<file path="src/rtl/avalon_acc_engine.sv">
// avalon_acc_engine: Avalon-MM slave with NCHAN accumulator channels.
// Each channel: ACC (RW), ADD (W), SUB (W), STATUS (RW1C carry/borrow).
// Ports:
//   clk_i, rst_i (async, active-high)
//   address_i, byteenable_i, read_i, write_i, writedata_i
//   waitrequest_o, readdatavalid_o, readdata_o
module avalon_acc_engine #(
    parameter int unsigned NCHAN        = 3,
    parameter int unsigned ADDRSIZE     = 4,
    parameter int unsigned DATASIZE     = 16,
    parameter int unsigned OP_CYCLES    = 3,
    parameter int unsigned READ_LATENCY = 2,
    parameter int unsigned ERRNO        = 0
) (
    input  logic                  clk_i,
    input  logic                  rst_i,
    input  logic [ADDRSIZE-1:0]   address_i,
    input  logic [DATASIZE/8-1:0] byteenable_i,
    input  logic                  read_i,
    input  logic                  write_i,
    input  logic [DATASIZE-1:0]   writedata_i,
    output logic                  waitrequest_o,
    output logic                  readdatavalid_o,
    output logic [DATASIZE-1:0]   readdata_o
);
    localparam int unsigned CW    = ADDRSIZE - 2;
    localparam int unsigned NB    = DATASIZE / 8;
    localparam int unsigned EXTRA = (ERRNO == 3) ? 1 : 0;
    localparam logic [15:0] RDV_AT  = 16'(READ_LATENCY - 1 + EXTRA);
    localparam logic [15:0] RD_END  = 16'(READ_LATENCY + EXTRA);
    localparam logic [15:0] OP_LAST = 16'(OP_CYCLES - 1);

    typedef enum logic [1:0] {IDLE, OP_BUSY, READ_WAIT} state_t;

    state_t              r_state;
    state_t              w_next;
    logic [15:0]         r_cnt;
    logic [DATASIZE-1:0] r_acc  [NCHAN];
    logic [DATASIZE-1:0] r_opnd [NCHAN];
    logic [1:0]          r_stat [NCHAN];
    logic                r_op_sub;
    logic [CW-1:0]       r_op_chan;
    logic [DATASIZE-1:0] r_op_data;
    logic [DATASIZE-1:0] r_rdata;

    logic [CW-1:0]       w_chan;
    logic [1:0]          w_reg;
    logic [DATASIZE-1:0] w_mask;
    logic [DATASIZE-1:0] w_wdm;
    logic                w_accept;
    logic                w_in_range;
    logic                w_arith;
    logic                w_op_done;
    logic [DATASIZE-1:0] w_rd_val;
    logic [DATASIZE-1:0] w_cur;
    logic [DATASIZE:0]   w_sum;
    logic [DATASIZE-1:0] w_dif;
    logic                w_borrow;

    assign w_chan     = address_i[ADDRSIZE-1:2];
    assign w_reg      = address_i[1:0];
    assign w_wdm      = writedata_i & w_mask;
    assign w_accept   = (read_i | write_i) && (r_state == IDLE);
    assign w_in_range = 32'(w_chan) < NCHAN;
    assign w_arith    = write_i && w_in_range &&
                        ((w_reg == 2'd1) || (w_reg == 2'd2));
    assign w_op_done  = (r_state == OP_BUSY) && (r_cnt == 16'd0);

    always_comb begin
        w_mask = '0;
        for (int unsigned b = 0; b < NB; b++)
            w_mask[b*8 +: 8] = {8{byteenable_i[b]}};
    end

    // Read mux; out-of-range channels fall through to 0.
    always_comb begin
        w_rd_val = '0;
        for (int unsigned c = 0; c < NCHAN; c++) begin
            if (w_chan == CW'(c)) begin
                case (w_reg)
                    2'd0:       w_rd_val = r_acc[c];
                    2'd1, 2'd2: w_rd_val = r_opnd[c];
                    default:    w_rd_val = {{(DATASIZE-2){1'b0}}, r_stat[c]};
                endcase
            end
        end
    end

    // Pending ADD/SUB arithmetic on the captured channel.
    always_comb begin
        w_cur = '0;
        for (int unsigned c = 0; c < NCHAN; c++)
            if (r_op_chan == CW'(c)) w_cur = r_acc[c];
        w_sum    = {1'b0, w_cur} + {1'b0, r_op_data};
        w_dif    = w_cur - r_op_data;
        w_borrow = r_op_data > w_cur;
    end

    always_ff @(posedge clk_i or posedge rst_i) begin
        if (rst_i) r_state <= IDLE;
        else       r_state <= w_next;
    end

    always_comb begin
        w_next = r_state;
        unique case (r_state)
            IDLE: begin
                if (w_accept) begin
                    if (write_i) w_next = w_arith ? OP_BUSY : IDLE;
                    else         w_next = READ_WAIT;
                end
            end
            OP_BUSY:   if (r_cnt == 16'd0) w_next = IDLE;
            READ_WAIT: if (r_cnt == RD_END) w_next = IDLE;
            default:   w_next = IDLE;
        endcase
    end

    always_comb begin
        waitrequest_o   = (r_state != IDLE);
        readdatavalid_o = (r_state == READ_WAIT) && (r_cnt == RDV_AT);
        readdata_o      = readdatavalid_o ? r_rdata : '0;
    end

    always_ff @(posedge clk_i or posedge rst_i) begin
        if (rst_i) begin
            r_cnt     <= '0;
            r_op_sub  <= 1'b0;
            r_op_chan <= '0;
            r_op_data <= '0;
            r_rdata   <= '0;
            for (int unsigned c = 0; c < NCHAN; c++) begin
                r_acc[c]  <= '0;
                r_opnd[c] <= '0;
                r_stat[c] <= '0;
            end
        end else begin
            unique case (r_state)
                IDLE:      if (w_accept) r_cnt <= w_arith ? OP_LAST : '0;
                OP_BUSY:   if (r_cnt != 16'd0) r_cnt <= r_cnt - 16'd1;
                READ_WAIT: r_cnt <= r_cnt + 16'd1;
                default:   r_cnt <= '0;
            endcase

            if (w_accept && write_i) begin
                r_op_sub  <= (w_reg == 2'd2);
                r_op_chan <= w_chan;
                r_op_data <= w_wdm;
                for (int unsigned c = 0; c < NCHAN; c++) begin
                    if (w_chan == CW'(c)) begin
                        case (w_reg)
                            2'd0: begin
                                if (ERRNO == 2) r_acc[c] <= writedata_i;
                                else r_acc[c] <= (r_acc[c] & ~w_mask) | w_wdm;
                            end
                            2'd1, 2'd2: r_opnd[c] <= w_wdm;
                            default: r_stat[c] <= r_stat[c] & ~w_wdm[1:0];
                        endcase
                    end
                end
            end else if (w_accept) begin
                r_rdata <= w_rd_val;
            end

            if (w_op_done) begin
                for (int unsigned c = 0; c < NCHAN; c++) begin
                    if (r_op_chan == CW'(c)) begin
                        if (r_op_sub) begin
                            r_acc[c] <= w_dif;
                            if (w_borrow && (ERRNO != 1)) r_stat[c][1] <= 1'b1;
                        end else begin
                            r_acc[c] <= w_sum[DATASIZE-1:0];
                            if (w_sum[DATASIZE]) r_stat[c][0] <= 1'b1;
                        end
                    end
                end
            end
        end
    end
endmodule

</file>
<file path="config.mk">
export PLATFORM = sky130hd
export DESIGN_NAME = avalon_acc_engine
export DESIGN_NICKNAME = d
export VERILOG_FILES = /design/src/rtl/avalon_acc_engine.sv
export SDC_FILE = /design/constraint.sdc
export NUM_CORES = 1
export LEC_CHECK = 0
export BUFFER_PORTS_ARGS = -buffer_cell sky130_fd_sc_hd__clkbuf_2
export CAP_MARGIN = 20
export CORE_MARGIN = 1
export CORE_UTILIZATION = 55
export CTS_CLUSTER_DIAMETER = 60
export DETAILED_ROUTE_END_ITERATION = 10
export GPL_TIMING_DRIVEN = 0
export HOLD_SLACK_MARGIN = 0.02
export PLACE_DENSITY = 0.72
export SLEW_MARGIN = 25
export SYNTH_ARGS = -nofsm -noshare
export SYNTH_HDL_FRONTEND = slang
export SYNTH_SLANG_ARGS = --single-unit
</file>
<file path="constraint.sdc">
create_clock -name clk_i -period 7.3 [get_ports clk_i]
set_input_delay 1.46 -clock clk_i [delete_from_list [all_inputs] [get_ports clk_i]]
set_output_delay 1.46 -clock clk_i [all_outputs]
set_load 0.02 [all_outputs]
</file>
After elaboration in Yosys (flattened, before gate mapping)
Cells that the tools add are included.

Word-level logic and storage cells: 126. Flip-flop bits (word level): 155. Output and inout port bits: 18. Input bits: 26.

Bitwise logic cells: 14. $add $sub $neg: 4. Reductions and logical operators: 22. Equality and inequality tests: 14. Muxes and demuxes: 55. Order comparisons: 2.

Operator list (count): $mux 16 (19); $mux 48 (2); $pmux 16 s2 (3); $and 16x16->16 (4); $or 16x16->16 (3); $pmux 16 s3 (1); $mux 2 (14); $add 16x16->17 (1); $add 16x1->16 const B (1); $eq 16x1->1 const B (1); $eq 16x2->1 const B (1); $gt 16x16->1 (1); $logic_not 16->1 (1); $not 16->16 (1); $reduce_bool 16->1 (1); $sub 16x1->16 const B (1); $sub 16x16->16 (1); $mux 1 (13); $mux 6 (2); $reduce_and 3->1 (4); $eq 2x1->1 const B (4); $eq 2x2->1 const B (4); $logic_not 2->1 (4); $and 2x2->2 (3); 13 further kinds (21).

Depth between registers and ports, before layout
Word-level depth: 10. Gate-level depth with buffers: 14.

Least setup slack after synthesis
No wires, ideal clock.

Kind: register -> output. Start point: register r_cnt[7]. End point: output readdata_o[10]. Buffers on the path: 3. Cell stages (with the launch flop): 8. Data required time: 5.840 ns. Slack: 3.994 ns. Arrival time: 1.846 ns. Cells stage by stage: dfrtp_1 -> buf_6 -> nor4_4 -> and4_4 -> and3_1 -> buf_2 -> buf_2 -> and2_1.

Longest elaborated chain between the ends: 3.

RTL lines: start: declaration (line 37) `logic [15:0] r_cnt;`; start signal: assignment (line 139) `IDLE: if (w_accept) r_cnt <= w_arith ? OP_LAST : '0;`; start signal: assignment (line 140) `OP_BUSY: if (r_cnt != 16'd0) r_cnt <= r_cnt - 16'd1;`; start signal: assignment (line 141) `READ_WAIT: r_cnt <= r_cnt + 16'd1;`; $eq 16x1->1 (line 121) `readdatavalid_o = (r_state == READ_WAIT) && (r_cnt == RDV_AT);`; $logic_and 1x1->1 (line 121); via readdatavalid_o (line 23) `output logic readdatavalid_o,`; $mux 16 (line 122) `readdata_o = readdatavalid_o ? r_rdata : '0;`; end: declaration (line 24) `output logic [DATASIZE-1:0] readdata_o`.

The timed path passes the listed nets, and every way through them passes these cells.

Worst setup path after layout
Start point: register r_op_chan[0]. End point: register r_acc[45] (netlist name).

Longest elaborated chain between the ends: 8.

RTL lines: start: declaration (line 42) `logic [CW-1:0] r_op_chan;`; start signal: assignment (line 147) `r_op_chan <= w_chan;`; $logic_not 2->1 (line 93, 167); $mux 16 (3 in a row) (line 93) `if (r_op_chan == CW'(c)) w_cur = r_acc[c];`; $add 16x16->17 or $sub 16x16->16 (tied branches) (line 94, 95); $mux 16 (line 168) `if (r_op_sub) begin`; $mux 16 (*) (line 167) `if (r_op_chan == CW'(c)) begin`; $mux 48 (*) (line 165) `if (w_op_done) begin`; end signal: indexed assignment (line 154) `else r_acc[c] <= (r_acc[c] & ~w_mask) | w_wdm;`; end signal: indexed assignment (line 169) `r_acc[c] <= w_dif;`; end signal: indexed assignment (line 172) `r_acc[c] <= w_sum[DATASIZE-1:0];`; end: declaration (line 38) `logic [DATASIZE-1:0] r_acc [NCHAN];`.

Mark *: on every way between the ends. The rest lies on a longest branch, timed or not. A chain may end at the register's enable or synchronous reset.

==> results.json <==
{
  "status": "completed",
  "synth.distinct_cells": 83,
  "ctsHoldBuffers": 0,
  "synth_edf_count": 0,
  "cts.htree.levels": 4,
  "synth_top_cells_by_area": "dfrtp_1 39%, o21ai_0 6.1%, nand2_1 5.6%, ha_1 5.0%, a21oi_1 4.7%",
  "min_path_type": "reg2reg",
  "vdd_ir_drop_max_mv": 0.273,
  "slew_headroom": 0.371,
  "grt_max_degree": 82,
  "path_class": "reg2reg",
  "cp-start-kind": "flip-flop",
  "worst_slew_pin_slew_ps": 934,
  "synth_top_area_share": 0.386,
  "slew_viol_final": 0,
  "wl_um": 31000,
  "synth_flop_cell": "dfrtp_1",
  "grt_pass1_vias": 8483,
  "netlist_instances": 1162,
  "ys_seq_area_frac": 0.386,
  "clock_latency_ps": 440,
  "worstPathArrival_ps": 4540,
  "post_cts_resized": 0,
  "power.static_leakage_nw": 4.91,
  "path_clk_slew_ps": 70,
  "cts_buffer_depth": 2,
  "required_ps": 7580,
  "post_cts_buffers": 0,
  "num_rows": 49,
  "maxCapViolations": 0,
  "crit_path_max_fanout": 10,
  "yosysTopAreaCell": "dfrtp_1",
  "crit_start": "r_op_chan[0]",
  "drt_iter0_drc": 994,
  "dr.pass1.iters": 6,
  "place_ws_ps": 3250,
  "end_kind": "flip-flop",
  "synth_area_mm2": 0.0101,
  "fmax_mhz": 235,
  "drive_gt1_frac": 0.135,
  "die_x_um": 137,
  "die_area_mm2": 0.0188,
  "cts_root_buf": "clkbuf_16",
  "nets": 1292,
  "power.density_mw_per_mm2": 495,
  "avgSynthCellArea_um2": 8.66,
  "area_growth_pct": 10.9,
  "final_common_cell": "dfrtp_1",
  "yosys_warnings": 0,
  "async_reset_ff_frac": 1.00,
  "cts_sinks": 155,
  "drc": 0,
  "rsz0062_at_grt": "false",
  "fin_crit_sh": 0.583,
  "hold_viol": 0,
  "diodes": 0,
  "ys_ff_latch": 155,
  "coreArea_mm2": 0.0180,
  "io_pins": 44,
  "overflow": 0,
  "fin_ws_ps": 3050,
  "start_util": 0.560,
  "vias": 9196,
  "antenna_found_initial": 0,
  "track_usage": 0.343,
  "syn_nets": 1230,
  "cts_tree": "built",
  "numPortBuffers": 42,
  "power_mw": 5.52,
  "r2r_start": "r_op_chan[0]",
  "wl_per_cell_um": 21.2,
  "setup_viol": 0,
  "via_per_inst": 6.27,
  "gp_congestion": 0.957,
  "numCtsBuffers": 17,
  "fin_crit_ps": 4250,
  "layout.cells.non_filler": 1466,
  "die_h_um": 137,
  "final_antenna_net_count": 0,
  "mostFrequentLayoutCells": "155 x dfrtp_1, 149 x nand2_1, 122 x o21ai_0, 94 x a21oi_1, 86 x nor2_1",
  "fin_worst_skew_ps": 18.6,
  "grt_pass1_wl_um": 47800,
  "dp_hpwl_um": 23400,
  "hp-start": "r_opnd[2]",
  "dp.cells": 1434
}
==> metal layers <==
metal,share of wire,track usage,routed length (µm),vias up
met1,0.43,0.473,13500,4436
met3,0.082,0.0791,2540,59
met2,0.46,0.537,14200,410
met5,0,0,0,-
li1,-,-,-,4291
met4,0.026,0.105,805,0
==> where the power goes <==
part	internal, mW	switching, mW
Clock	0.459	0.411
Sequential	1.24	0.352
Combinational	1.17	1.89
Total	2.87	2.66
==> synthesized netlist by cell type (3+ instances only) <==
library cell    n
a211oi_1       29
a21o_1          8
a21oi_1        94
a221o_1         3
a22oi_1        50
a2bb2oi_1       3
a31oi_1         5
and2_1         17
and3_1          4
buf_1           5
buf_2          19
buf_4          10
buf_6           4
clkbuf_1       43
dfrtp_1       155
ha_1           40
inv_1          39
mux2_2         13
mux2i_1        39
nand2_1       149
nand2_2         3
nand2b_1        8
nand3_1        16
nand4_1         6
nor2_1         86
nor2_2          6
nor2b_1        43
nor3_1         15
nor3_2          3
nor3b_1         3
nor4_1          3
nor4_4          4
o211ai_2        3
o21ai_0       122
o21ai_1        10
o22ai_1        16
o31ai_1         5
or2_2           3
or3_1           5
xnor2_1        15
==> final cells by class <==
type,count,area (µm²)
fillers,1589,6810
multi-input cells,887,5640
flip-flops and latches,155,3880
clock buffers,18,439
plain buffers,81,395
well taps,229,287
repair buffers,43,238
inverters,39,154
clock inverters,14,125
==> state kept, by name, indices dropped and copies added, names as in the netlist <==
name and cells:
r_acc 48, r_opnd 48, r_cnt 16, r_op_data 16, r_rdata 16, r_stat 6, r_op_chan 2, r_state 2
r_op_sub 1
==> worst paths after layout <==
kind	cells after the start	to	slack, ps
setup reg to reg	14	r_acc[45]	3050
hold reg to reg	2	r_opnd[2]	480
setup / recovery	14	r_acc[45]	3050
hold / removal	2	r_opnd[2]	480
min in group asynchronous	2	r_cnt[6]	1090
max in group asynchronous	3	r_stat[4]	5390
==> cells by family (layout without fill, tap and decap cells) <==
family	after synthesis	after routing	synth area share
fa+ha+maj	42	42	0.0537
buf+inv	120	195	0.0539
compound gates	382	382	0.239
flops	155	155	0.386
simple gates	393	393	0.197
xor+xnor	18	18	0.0164
mux	52	52	0.0534
==> critical path, cell delays in order (launching register included) <==
cell and delay (ps):
dfrtp_1 470, nor2b_1 140, clkbuf_1 450, clkbuf_1 570, nand2_1 110, o21ai_0 190, ha_1 310, buf_4 160
a21o_1 180, a31oi_1 200, a21oi_1 150, a21oi_1 380, o211ai_1 180, xnor2_1 450, mux2i_1 140
==> through the flow <==
| step | hold WS, ps | util | instance area, µm² | TNS (ps) |
|---|---|---|---|---|
| finish | 484 | 0.621 | 11200 | 0 |
| floorplan | 449 | - | 10100 | 0 |
| global placement | 462 | 0.588 | 10600 | -35530 |
| detailed placement | 471 | 0.589 | 10600 | 0 |
| CTS | 486 | 0.621 | 11200 | 0 |
| global route | 504 | 0.621 | 11200 | 0 |
No activity file was read; power rests on OpenSTA's default activity.
